File: src/rtl/player_ctrl_pkg.sv
// Shared types and helpers for the multi-player movement controller.
package player_ctrl_pkg;

   typedef enum logic [1:0] {
      IDLE,
      MOVING,
      JUMPING,
      SLIDING
   } pc_state_t;

   function automatic int max3(input int a, input int b, input int c);
      int m;
      m = (a > b) ? a : b;
      return (m > c) ? m : c;
   endfunction

endpackage

File: src/rtl/lerp_unit.sv
// Signed linear interpolation a + ((b - a) * cnt) / FRAMES, truncated toward zero.
module lerp_unit #(
   parameter int COORD_W = 10,
   parameter int CNT_W   = 5,
   parameter int FRAMES  = 24
) (
   input  logic [COORD_W-1:0] a,
   input  logic [COORD_W-1:0] b,
   input  logic [CNT_W-1:0]   cnt,
   output logic [COORD_W-1:0] value
);

   localparam int XW = 2*COORD_W + 1;

   logic signed [XW-1:0] diff;
   logic signed [XW-1:0] prod;
   logic signed [XW-1:0] quot;

   // Wide signed intermediates so backward moves divide toward zero.
   assign diff  = $signed(XW'(b)) - $signed(XW'(a));
   assign prod  = diff * $signed(XW'(cnt));
   assign quot  = prod / $signed(XW'(FRAMES));
   assign value = COORD_W'($signed(XW'(a)) + quot);

endmodule

File: src/rtl/multi_player_controller.sv
// Turn-based sprite controller: move, jump and optional flag slide for one player per turn.
module multi_player_controller
   import player_ctrl_pkg::*;
#(
   parameter int NUM_PLAYERS  = 4,
   parameter int COORD_W      = 10,
   parameter int START_X      = 20,
   parameter int FLAG_X       = 620,
   parameter int BASE_Y       = 124,
   parameter int FLAG_TOP_Y   = 90,
   parameter int MOVE_FRAMES  = 24,
   parameter int JUMP_FRAMES  = 16,
   parameter int SLIDE_FRAMES = 20,
   parameter int JUMP_PEAK    = 30,
   localparam int PW = (NUM_PLAYERS > 1) ? $clog2(NUM_PLAYERS) : 1
) (
   input  logic                           clk,
   input  logic                           rst,
   input  logic                           frame_tick,
   input  logic                           req_valid,
   output logic                           req_ready,
   input  logic [PW-1:0]                  req_player,
   input  logic [COORD_W-1:0]             req_x,
   output logic                           req_error,
   output logic [NUM_PLAYERS*COORD_W-1:0] player_x,
   output logic [NUM_PLAYERS*COORD_W-1:0] player_y,
   output logic [PW-1:0]                  active,
   output logic                           busy,
   output logic                           turn_done,
   output logic [NUM_PLAYERS-1:0]         flag_done
);

   localparam int MAX_FRAMES = max3(MOVE_FRAMES, JUMP_FRAMES, SLIDE_FRAMES);
   localparam int CNT_W      = (MAX_FRAMES > 1) ? $clog2(MAX_FRAMES) : 1;
   localparam int HALF_J     = JUMP_FRAMES / 2;

   pc_state_t            state;
   logic [CNT_W-1:0]     cnt;
   logic [COORD_W-1:0]   start_x;
   logic [COORD_W-1:0]   target_x;
   logic [COORD_W-1:0]   stored_x [NUM_PLAYERS];
   logic [COORD_W-1:0]   req_target;
   logic [COORD_W-1:0]   move_x;
   logic [COORD_W-1:0]   slide_y;
   logic [COORD_W-1:0]   jump_y;
   logic [31:0]          req_idx;
   logic [31:0]          jump_d;
   logic                 req_drop;
   logic                 last_tick;

   always_comb begin
      req_target = req_x;
      if (32'(req_x) < 32'(START_X)) begin
         req_target = COORD_W'(START_X);
      end else if (32'(req_x) > 32'(FLAG_X)) begin
         req_target = COORD_W'(FLAG_X);
      end
   end

   // Widened index so the range check stays meaningful for non-power-of-two counts.
   assign req_idx  = 32'(req_player);
   assign req_drop = (req_idx >= 32'(NUM_PLAYERS)) || flag_done[req_player];

   assign jump_d = (32'(cnt) <= 32'(HALF_J)) ? 32'(cnt) : 32'(JUMP_FRAMES) - 32'(cnt);
   assign jump_y = COORD_W'(32'(BASE_Y) - (32'(JUMP_PEAK) * jump_d) / 32'(HALF_J));

   lerp_unit #(.COORD_W(COORD_W), .CNT_W(CNT_W), .FRAMES(MOVE_FRAMES)) u_move_lerp (
      .a     (start_x),
      .b     (target_x),
      .cnt   (cnt),
      .value (move_x)
   );

   lerp_unit #(.COORD_W(COORD_W), .CNT_W(CNT_W), .FRAMES(SLIDE_FRAMES)) u_slide_lerp (
      .a     (COORD_W'(FLAG_TOP_Y)),
      .b     (COORD_W'(BASE_Y)),
      .cnt   (cnt),
      .value (slide_y)
   );

   always_comb begin
      case (state)
         MOVING:  last_tick = (cnt == CNT_W'(MOVE_FRAMES - 1));
         JUMPING: last_tick = (cnt == CNT_W'(JUMP_FRAMES - 1));
         SLIDING: last_tick = (cnt == CNT_W'(SLIDE_FRAMES - 1));
         default: last_tick = 1'b0;
      endcase
   end

   always_ff @(posedge clk or posedge rst) begin
      if (rst) begin
         state     <= IDLE;
         cnt       <= '0;
         active    <= '0;
         start_x   <= COORD_W'(START_X);
         target_x  <= COORD_W'(START_X);
         flag_done <= '0;
         turn_done <= 1'b0;
         req_error <= 1'b0;
         for (int i = 0; i < NUM_PLAYERS; i++) begin
            stored_x[i] <= COORD_W'(START_X);
         end
      end else begin
         turn_done <= 1'b0;
         req_error <= 1'b0;
         case (state)
            IDLE: begin
               if (req_valid) begin
                  active <= req_player;
                  cnt    <= '0;
                  if (req_drop) begin
                     req_error <= 1'b1;
                  end else begin
                     start_x  <= stored_x[req_player];
                     target_x <= req_target;
                     state    <= (req_target == stored_x[req_player]) ? JUMPING : MOVING;
                  end
               end
            end
            default: begin
               if (frame_tick) begin
                  if (!last_tick) begin
                     cnt <= cnt + 1'b1;
                  end else begin
                     cnt <= '0;
                     case (state)
                        MOVING: begin
                           stored_x[active] <= target_x;
                           state            <= JUMPING;
                        end
                        JUMPING: begin
                           if (target_x == COORD_W'(FLAG_X)) begin
                              state <= SLIDING;
                           end else begin
                              state     <= IDLE;
                              turn_done <= 1'b1;
                           end
                        end
                        default: begin
                           flag_done[active] <= 1'b1;
                           state             <= IDLE;
                           turn_done         <= 1'b1;
                        end
                     endcase
                  end
               end
            end
         endcase
      end
   end

   assign req_ready = (state == IDLE);
   assign busy      = !req_ready;

   // Only the animating player deviates from its stored position.
   for (genvar gi = 0; gi < NUM_PLAYERS; gi++) begin : g_out
      logic live;
      assign live = (state != IDLE) && (active == PW'(gi));
      assign player_x[gi*COORD_W +: COORD_W] = !live ? stored_x[gi] :
                                               (state == MOVING) ? move_x : target_x;
      assign player_y[gi*COORD_W +: COORD_W] = !live ? COORD_W'(BASE_Y) :
                                               (state == MOVING)  ? COORD_W'(BASE_Y) :
                                               (state == JUMPING) ? jump_y : slide_y;
   end

endmodule

File: config.mk
export PLATFORM = sky130hd
export DESIGN_NAME = multi_player_controller
export DESIGN_NICKNAME = d
export VERILOG_FILES = /design/src/rtl/player_ctrl_pkg.sv /design/src/rtl/lerp_unit.sv /design/src/rtl/multi_player_controller.sv
export SDC_FILE = /design/constraint.sdc
export NUM_CORES = 1
export LEC_CHECK = 0
export CORE_AREA = 2 2 158 122
export CTS_CLUSTER_SIZE = 10
export DETAILED_ROUTE_END_ITERATION = 8
export DIE_AREA = 0 0 160 124
export PLACE_DENSITY = 0.83
export SYNTH_ARGS = -nofsm -noshare
export SYNTH_HDL_FRONTEND = slang
export SYNTH_SLANG_ARGS = --single-unit
File: constraint.sdc
create_clock -name clk -period 27.2 [get_ports clk]
set_input_delay 4.08 -clock clk [delete_from_list [all_inputs] [get_ports clk]]
set_output_delay 4.08 -clock clk [all_outputs]
set_load 0.01 [all_outputs]
## Yosys cells after proc, flatten, opt, wreduce, memory -nomap -nowiden

Index checks and enable logic that the tools add are counted.

| cells by class | value |
|---|---|
| multiplexer cells | 45 |
| div/mod/pow operators | 2 |
| bitwise gates (word level) | 6 |
| reduce and logical (&&, ||, !) cells | 20 |
| equality and inequality tests | 13 |
| multipliers | 3 |
| $add $sub $neg | 6 |
| shift-type cells | 0 |
| magnitude comparators | 10 |

Operator list:

| operator | number |
|---|---|
| $mux 10 | 16 |
| $div 21x6->21 const B | 2 |
| $bwmux 40 | 1 |
| $mul 4x32->12 const A | 1 |
| $mux 32 | 1 |
| $mul 21x6->21 | 1 |
| $bmux 10 s2 | 1 |
| $demux 10 s2 | 1 |
| $mux 5 | 4 |
| $mux 2 | 7 |
| $reduce_and 4->1 | 3 |
| $sub 10x10->11 | 1 |
| $add 10x10->10 | 1 |
| $add 8x10->10 const A | 1 |
| $eq 10x10->1 | 1 |
| $eq 10x10->1 const B | 1 |
| $eq 5x5->1 const B | 2 |
| $gt 10x10->1 const B | 1 |
| $lt 10x5->1 const B | 1 |
| $mul 5x5->10 const A | 1 |
| $sub 7x10->10 const A | 1 |
| $mux 1 | 9 |
| $eq 2x2->1 const B | 4 |
| $ge 3x3->1 const B | 2 |
| other kinds (26) | 41 |

| storage, ports and cells | value |
|---|---|
| output and inout port bits | 90 |
| bits in writable memories | 0 |
| bits in latches | 0 |
| bits of input ports | 16 |
| memory bits (read-only) | 0 |
| bits in registers | 75 |
| memories | 0 |
| word-level logic and storage cells | 117 |

## Longest topological paths before layout

Gate-level depths: netlist (run 1).

| depth | value |
|---|---|
| word-level depth | 9 |
| depth in mapped cells | 63 |
| depth with buffers taken out | 59 |

## Hierarchy

Synthesis (run 1) repeated with hierarchy kept, for this count alone.

| second synthesis, totals | value |
|---|---|
| cells, all modules | 2,196 |
| area, all modules | 17,331.6 um2 |

By module, submodules not included:

| module | seq. area each (um2) | times used | cells each | area an instance (um2) |
|---|---|---|---|---|
| lerp_unit at u_slide_lerp | 0.0 | 1 | 881 | 6,434.9 |
| lerp_unit at u_move_lerp | 0.0 | 1 | 716 | 5,467.7 |
| multi_player_controller | 1,891.8 | 1 | 599 | 5,429.0 |

## Worst setup path after synthesis (run 1)

No wires, ideal clock.

| timing | value |
|---|---|
| path type | register to output |
| start point | register target_x[0] |
| end point | output player_x[39] |
| data arrival time | 12.650 ns |
| stages on the path, launching flop included | 64 |
| buffers on the path | 4 |
| slack | 10.470 ns |
| data required time | 23.120 ns |
| path through | dfrtp_1 inv_1 ha_1 inv_1 fa_1 a21o_1 a21oi_1 o21bai_1 a21oi_1 o21bai_1 a21oi_1 o21bai_1 a21oi_1 and2_1 inv_1 fa_1 inv_1 fa_1 (+28 left out) nor2_1 a21oi_1 ha_1 a21o_1 a21o_1 a21o_1 a21oi_1 o21bai_1 a21oi_1 o21bai_1 a21oi_1 xnor2_1 xnor2_1 clkbuf_1 nand3_1 a2111oi_0 a211oi_1 nand2_1 |

| on the way | value |
|---|---|
| cells in the longest elaborated chain, start to end | 6 |

Ends and longest elaborated chain:

| what | RTL line | RTL |
|---|---|---|
| from (decl) | multi_player_controller.sv:40 | `logic [COORD_W-1:0] target_x;` |
| from (signal assigned) | multi_player_controller.sv:96 | `target_x <= COORD_W'(START_X);` |
| from (signal assigned) | multi_player_controller.sv:115 | `target_x <= req_target;` |
| $sub 10x10->11 | lerp_unit.sv:20 | `assign diff = $signed(XW'(b)) - $signed(XW'(a));` |
| $mul 21x6->21 | lerp_unit.sv:21 | `assign prod = diff * $signed(XW'(cnt));` |
| $div 21x6->21 | lerp_unit.sv:22 | `assign quot = prod / $signed(XW'(FRAMES));` |
| $add 10x10->10 | lerp_unit.sv:23 | `assign value = COORD_W'($signed(XW'(a)) + quot);` |
| $mux 10 | multi_player_controller.sv:160 | `(state == MOVING) ? move_x : target_x;` |
| $mux 10 | multi_player_controller.sv:159 | `assign player_x[gi*COORD_W +: COORD_W] = !live ? stored_x[gi] :` |
| to (decl) | multi_player_controller.sv:25 | `output logic [NUM_PLAYERS*COORD_W-1:0] player_x,` |

Every way passes these cells.

## Final worst setup path (run 1)

Ends and elaborated chain as after synthesis.

==> results of run 1 <==
-- layer usage --
| metal | wire (um) | up-vias | global-route usage (%) |
|---|---|---|---|
| li1 | - | 5085 | - |
| met1 | 14100 | 5162 | 45.1 |
| met2 | 13700 | 535 | 48.8 |
| met3 | 2910 | 44 | 5.66 |
| met4 | 369 | 0 | 5.07 |
| met5 | 0 | - | 1.26 |
-- registers in the layout, indices dropped and copies added, names as in the netlist --
| name | cells |
|---|---|
| state | 2 |
| turn_done | 1 |
| active | 2 |
| flag_done | 4 |
| start_x | 10 |
| req_error | 1 |
| target_x | 10 |
| cnt | 5 |
| stored_x | 40 |
-- final cells by class --
cell class,instances,area (um2),area share (%)
Clock inverter,6,65.1,0.523
Tap cell,247,309,2.49
Multi-Input combinational cell,1151,8400,67.6
Inverter,114,428,3.44
Timing Repair Buffer,113,1110,8.93
Clock buffer,10,229,1.84
Sequential cell,75,1890,15.2
-- critical path, delay by kind of cell, from the launching register on --
family / cells / cell delay [ps]
AOI/OAI and AO/OA: 25 / 6120
and+or+nand+nor: 15 / 3720
adders and majority gates: 8 / 3050
buffers and inverters: 8 / 1090
xor gates and xnor gates: 2 / 860
DFF: 1 / 400
muxes: 1 / 220
-- placed cells by master, fill, tap and decap left out, types with 5 or more instances in the layout --
cell type        count
o22ai_1              5
xnor2_1             54
a21oi_1             74
mux4_2              11
and3_1               9
o21a_1               6
clkdlybuf4s50_1    105
a31oi_1             13
nor2_1             117
o211ai_1            14
dfstp_2             12
a21o_1              22
o21ai_0            107
buf_4                8
clkbuf_16            9
or3_1               13
nand3_1             38
o21ai_1              5
nand2b_1            20
dfrtp_1             63
nand4b_1             5
mux2i_1             13
nor2b_1              8
a211oi_1            12
inv_1              113
xor2_1              31
nand2_1            169
mux2_2              42
fa_1                47
and2_1              57
ha_1                75
nor3_1              30
nand4_1             15
nor4_1              18
o31ai_1              8
o21bai_1            14
-- through the flow --
step / utilization, % / cells / setup WS [ps] / hold WS [ps] / cell area [um2]
3_5_place_dp: 66.8 / 1700 / 8130 / 486 / 12100
5_1_grt: 68.4 / 1716 / 6020 / 526 / 12400
3_3_place_gp: 66.8 / 1700 / 8560 / 490 / 12100
2_1_floorplan: - / 1403 / 10470 / 466 / 11000
6_report: 68.4 / 1716 / 7330 / 501 / 12400
4_1_cts: 68.4 / 1716 / 7770 / 500 / 12400
-- worst paths after layout --
check,startpoint,end
setup / recovery,target_x[0],player_x[39]
hold / removal,flag_done[2],flag_done[2]
setup reg to reg,state[1],stored_x[8]
hold reg to reg,flag_done[2],flag_done[2]
max in group asynchronous,rst,target_x[1]
min in group asynchronous,rst,stored_x[5]
-- synthesized netlist by cell type (4+ instances only) --
| cell | count |
|---|---|
| o21bai_1 | 14 |
| mux2_2 | 42 |
| nand4_1 | 15 |
| o211ai_1 | 14 |
| nand2_1 | 169 |
| o31ai_1 | 8 |
| and3_1 | 9 |
| inv_1 | 114 |
| ha_1 | 75 |
| nor3_1 | 30 |
| nor2_1 | 117 |
| o21ai_0 | 107 |
| o21a_1 | 6 |
| o22ai_1 | 5 |
| or3_1 | 13 |
| a21o_1 | 22 |
| fa_1 | 47 |
| a41oi_1 | 4 |
| o2111ai_1 | 4 |
| mux4_2 | 11 |
| dfrtp_1 | 63 |
| xor2_1 | 31 |
| buf_1 | 6 |
| a221oi_1 | 4 |
| a2111oi_0 | 4 |
| a21oi_1 | 74 |
| and2_1 | 57 |
| nand4b_1 | 5 |
| a31oi_1 | 13 |
| nand3_1 | 38 |
| dfstp_2 | 12 |
| xnor2_1 | 54 |
| mux2i_1 | 13 |
| nand2b_1 | 20 |
| o21ai_1 | 5 |
| nor2b_1 | 8 |
| nor4_1 | 18 |
| a211oi_1 | 12 |
| clkbuf_1 | 52 |
-- logic make-up after synthesis --
family	after synthesis	synth area share (%)
simple gates	530	24.0
compound gates	346	20.7
buf+inv	177	6.19
fa+ha+maj	123	17.2
xor+xnor	86	6.93
flops	75	17.2
mux	66	7.75
==> out/qor.csv, run 1 <==
metric,value,unit
cts_tree,yes,
drive_gt1_share,7.83,%
start_util,60.3,%
cts_hold_buf,0,
fin_nets,1602,
path_common_cell,a21oi_1,
r2r_slack,23770,ps
cts_resized,0,
yosys.area.top_type,dfrtp_1,
ys_types,93,
die_h,124,um
dp_hpwl,24200,um
first_iter_violations,1058,
htree_levels,3,
clk_latency,340,ps
slew_headroom,21.7,%
detail_route.first_pass.iterations,6,
reg2reg_depth,6,
hold_depth,1,
wl_per_cell,18.1,um
numPortBuffers,105,
antenna_found_initial,0,
syn_inst,1403,
clk_pin_slew,60,ps
syn-num-nets,1541,
groute.usage.overall,30.9,%
max_freq,50.3,MHz
totalWireLength,31100,um
yosysWarnings,0,
clock-root-buffer,clkbuf_16,
ys_ff_latch,75,
die_area,0.0198,mm2
clock-sinks,75,
synth_area,0.0110,mm2
grt_pass1_vias,9928,
numCtsBuffers,9,
cp_slowest_stage_delay,920,ps
vias_per_cell,6.31,
overflow,0,
min_period_over_period,73.1,%
setup_violations,0,
nFillCells,1535,
clockBufferDepth,2,
synth_area_per_cell,7.82,um2
slowest_stage,o311ai_1,
end_kind,output port,
worst_setup_path_start_kind,flop,
outcome,"complete, no violations",
rows,43,
synthFlopType,dfrtp_1,
ys_seq_area_share,17.2,%
synth-edff-count,0,
gp_congestion,0.956,
syn_to_final_growth,13.3,%
drv_slew,0,
ys_top_cells_by_area,"dfrtp_1, fa_1, ha_1",
hold_violations,0,
core_area,0.0182,mm2
ant_nets,0,
holdCritPathClass,flop to flop,
critPathMaxFanout,12,
finClkSkew,5.42,ps
drv_cap,0,
grt_pass1_wl,50000,um
crit_required,23120,ps
critical_path_class,flop to output port,
die_x,160,um
grt_max_degree,76,
yosysTopAreaCellShare,14.4,%
vias,10826,
io_pins,106,
antenna_cells_inserted,0,
drc,0,
synthArstFlopShare,100,%
crit_arrival,15790,ps
setup_tns,0,ps
rsz0062_at_grt,no,
post_cts_buffers,0,
tightest_slew,1170,ps
min_period,19870,ps
Power of run 1 is left out: the tool's default activity adds up to more than one toggle a clock period on the data nets, which glitch-free logic cannot reach.
==> run 2, diff against run 1 <==
--- a/config.mk
+++ b/config.mk
@@ -5,11 +5,11 @@
 export SDC_FILE = /design/constraint.sdc
 export NUM_CORES = 1
 export LEC_CHECK = 0
-export CORE_AREA = 2 2 158 122
+export CORE_AREA = 2 2 168 129
 export CTS_CLUSTER_SIZE = 10
 export DETAILED_ROUTE_END_ITERATION = 8
-export DIE_AREA = 0 0 160 124
-export PLACE_DENSITY = 0.83
+export DIE_AREA = 0 0 170 131
+export PLACE_DENSITY = 0.78
 export SYNTH_ARGS = -nofsm -noshare
 export SYNTH_HDL_FRONTEND = slang
 export SYNTH_SLANG_ARGS = --single-unit
==> constraint.sdc (replaced) <==
create_clock -name clk -period 16.47 [get_ports clk]
set_input_delay 2.4705 -clock clk [delete_from_list [all_inputs] [get_ports clk]]
set_output_delay 2.4705 -clock clk [all_outputs]
set_load 0.01 [all_outputs]
==> run 2 against run 1 <==
  * Global-route usage shrank 3.2 points
  * Via count grew 1.1%
  * Sequential share of layout area shrank 0.78 points
  * Setup slack lost 6900 ps
  * Highest routed layer unchanged
==> out/qor.csv, run 2 (same netlist as run 1, synthesis figures left out) <==
metric,value,unit,change
gp_congestion,0.910,,-4.8%
syn_to_final_growth,19.4,%,
dp_hpwl,24100,um,-0.24%
path_common_cell,a21oi_2,,
min_period_over_period,97.5,%,
drv_slew,0,,unchanged
numPortBuffers,105,,unchanged
mostFrequentLayoutCell,nand2_1,,
cp_slowest_stage_delay,590,ps,-330 ps
placed_cells,1729,,+1.7%
tightest_slew,1130,ps,-40.8 ps
setup_violations,0,,unchanged
io_pins,106,,unchanged
vias_per_cell,6.19,,-1.9%
die_x,170,um,+6.3%
largest-register,stored_x,,
drive_gt1_share,14.4,%,+6.6 points
numCtsBuffers,9,,unchanged
detail_route.first_pass.iterations,7,,+1
slew_headroom,24.4,%,+2.7 points
critical_path.top_delay_family,compound AO/OA/AOI/OAI gates,,
rows,46,,+7.0%
die_h,131,um,+5.6%
max_freq,62.3,MHz,
core_area,0.0207,mm2,+14%
totalWireLength,32200,um,+3.7%
critical_path_class,flop to output port,,
holdCritPathClass,flop to flop,,
min_period,16060,ps,
clock-sinks,75,,unchanged
clk_pin_slew,70,ps,about the same
grt_pass1_vias,9915,,-0.13%
vias,10942,,+1.1%
instances_no_fill,1768,,+3.0%
finClkSkew,11.2,ps,+5.82 ps
cts_tree,yes,,
worst_setup_path_start_kind,flop,,
crit_required,14000,ps,-9120 ps
clock-root-buffer,clkbuf_16,,
grt_max_degree,76,,unchanged
groute.usage.overall,27.7,%,-3.2 points
critPathBufInv,5,,-3
die_area,0.0223,mm2,+12%
antenna_found_initial,0,,unchanged
start_util,53.0,%,-7.4 points
critPathMaxFanout,7,,-5
clockBufferDepth,2,,unchanged
hold_violations,0,,unchanged
ant_nets,0,,unchanged
htree_levels,3,,unchanged
reg.largest.list,"stored_x: 40 flops, start_x: 10 flops, target_x: 10 flops",,
slowest_stage,or4_4,,
first_iter_violations,974,,-7.9%
wl_per_cell,18.2,um,+0.62%
crit_arrival,13590,ps,-2200 ps
overflow,0,,unchanged
antenna_cells_inserted,0,,unchanged
outcome,"complete, no violations",,
grt_pass1_wl,50300,um,+0.44%
drc,0,,unchanged
fin_nets,1637,,+2.2%
drv_cap,0,,unchanged
final_cell_mix,"nand2_1, nor2_1, inv_1, o21ai_0, clkdlybuf4s50_1",,
clk_latency,350,ps,about the same
end_kind,output port,,
post-route-util,63.3,%,-5.1 points
largest_reg_flops,40,,unchanged
-- run 2: final timing paths --
kind                         startpoint  cells past startpoint           end  slack [ps]
setup / recovery            target_x[0]                     56  player_x[39]         410
hold / removal             flag_done[3]                      1  flag_done[3]         510
setup reg to reg               state[1]                      6   stored_x[6]       12960
hold reg to reg            flag_done[3]                      1  flag_done[3]         510
max in group asynchronous           rst                      3  stored_x[23]       13070
min in group asynchronous           rst                      3  stored_x[38]        2730
-- run 2: worst reg2reg max path, cell delays in order, from the launching register on --
cell and delay (ps):
dfrtp_1 420, inv_1 100, ha_1 910, inv_1 640
nor2_1 270, nand3_1 560, mux2_2 500
-- run 2: layout make-up --
cell class              instances  area, um2
clock buffers                   9        225
clock inverters                 7       67.6
fillers                      1753       7610
inverters                     114        428
multi-input cells            1152       8790
flip-flops and latches         75       1890
well taps                     264        330
repair buffers                147       1370
-- run 2: timing repair --
| action | CTS | global route |
|---|---|---|
| endpoints found under the setup margin | 4 | 20 |
| endpoints found under the hold margin | 0 | 0 |
| hold buffers | 0 | 0 |
| setup buffers | 1 | 21 |
| gates resized for setup | 19 | 68 |
| gates cloned | 0 | 1 |
| pin swaps | 1 | 28 |
-- run 2: metrics by stage --
stage                     worst slack (ps)  area (um2)  setup TNS, ps  hold slack [ps]
after global placement                 402       12300              0              487
after floorplan                       1350       11000              0              466
final                                  411       13100              0              505
after detailed placement             -58.4       12300          -92.9              495
after CTS                             20.9       12600              0              513
after global routing                  -179       13100           -518              521
-- run 2: metal layers --
layer / GRT usage, % / wire length [um] / up-vias
met2: 43.0 / 14500 / 426
met4: 3.92 / 307 / 0
met5: 0 / 0 / -
met1: 41.1 / 15000 / 5335
li1: - / - / 5138
met3: 5.36 / 2480 / 43
Power of run 2 is left out for the same reason.
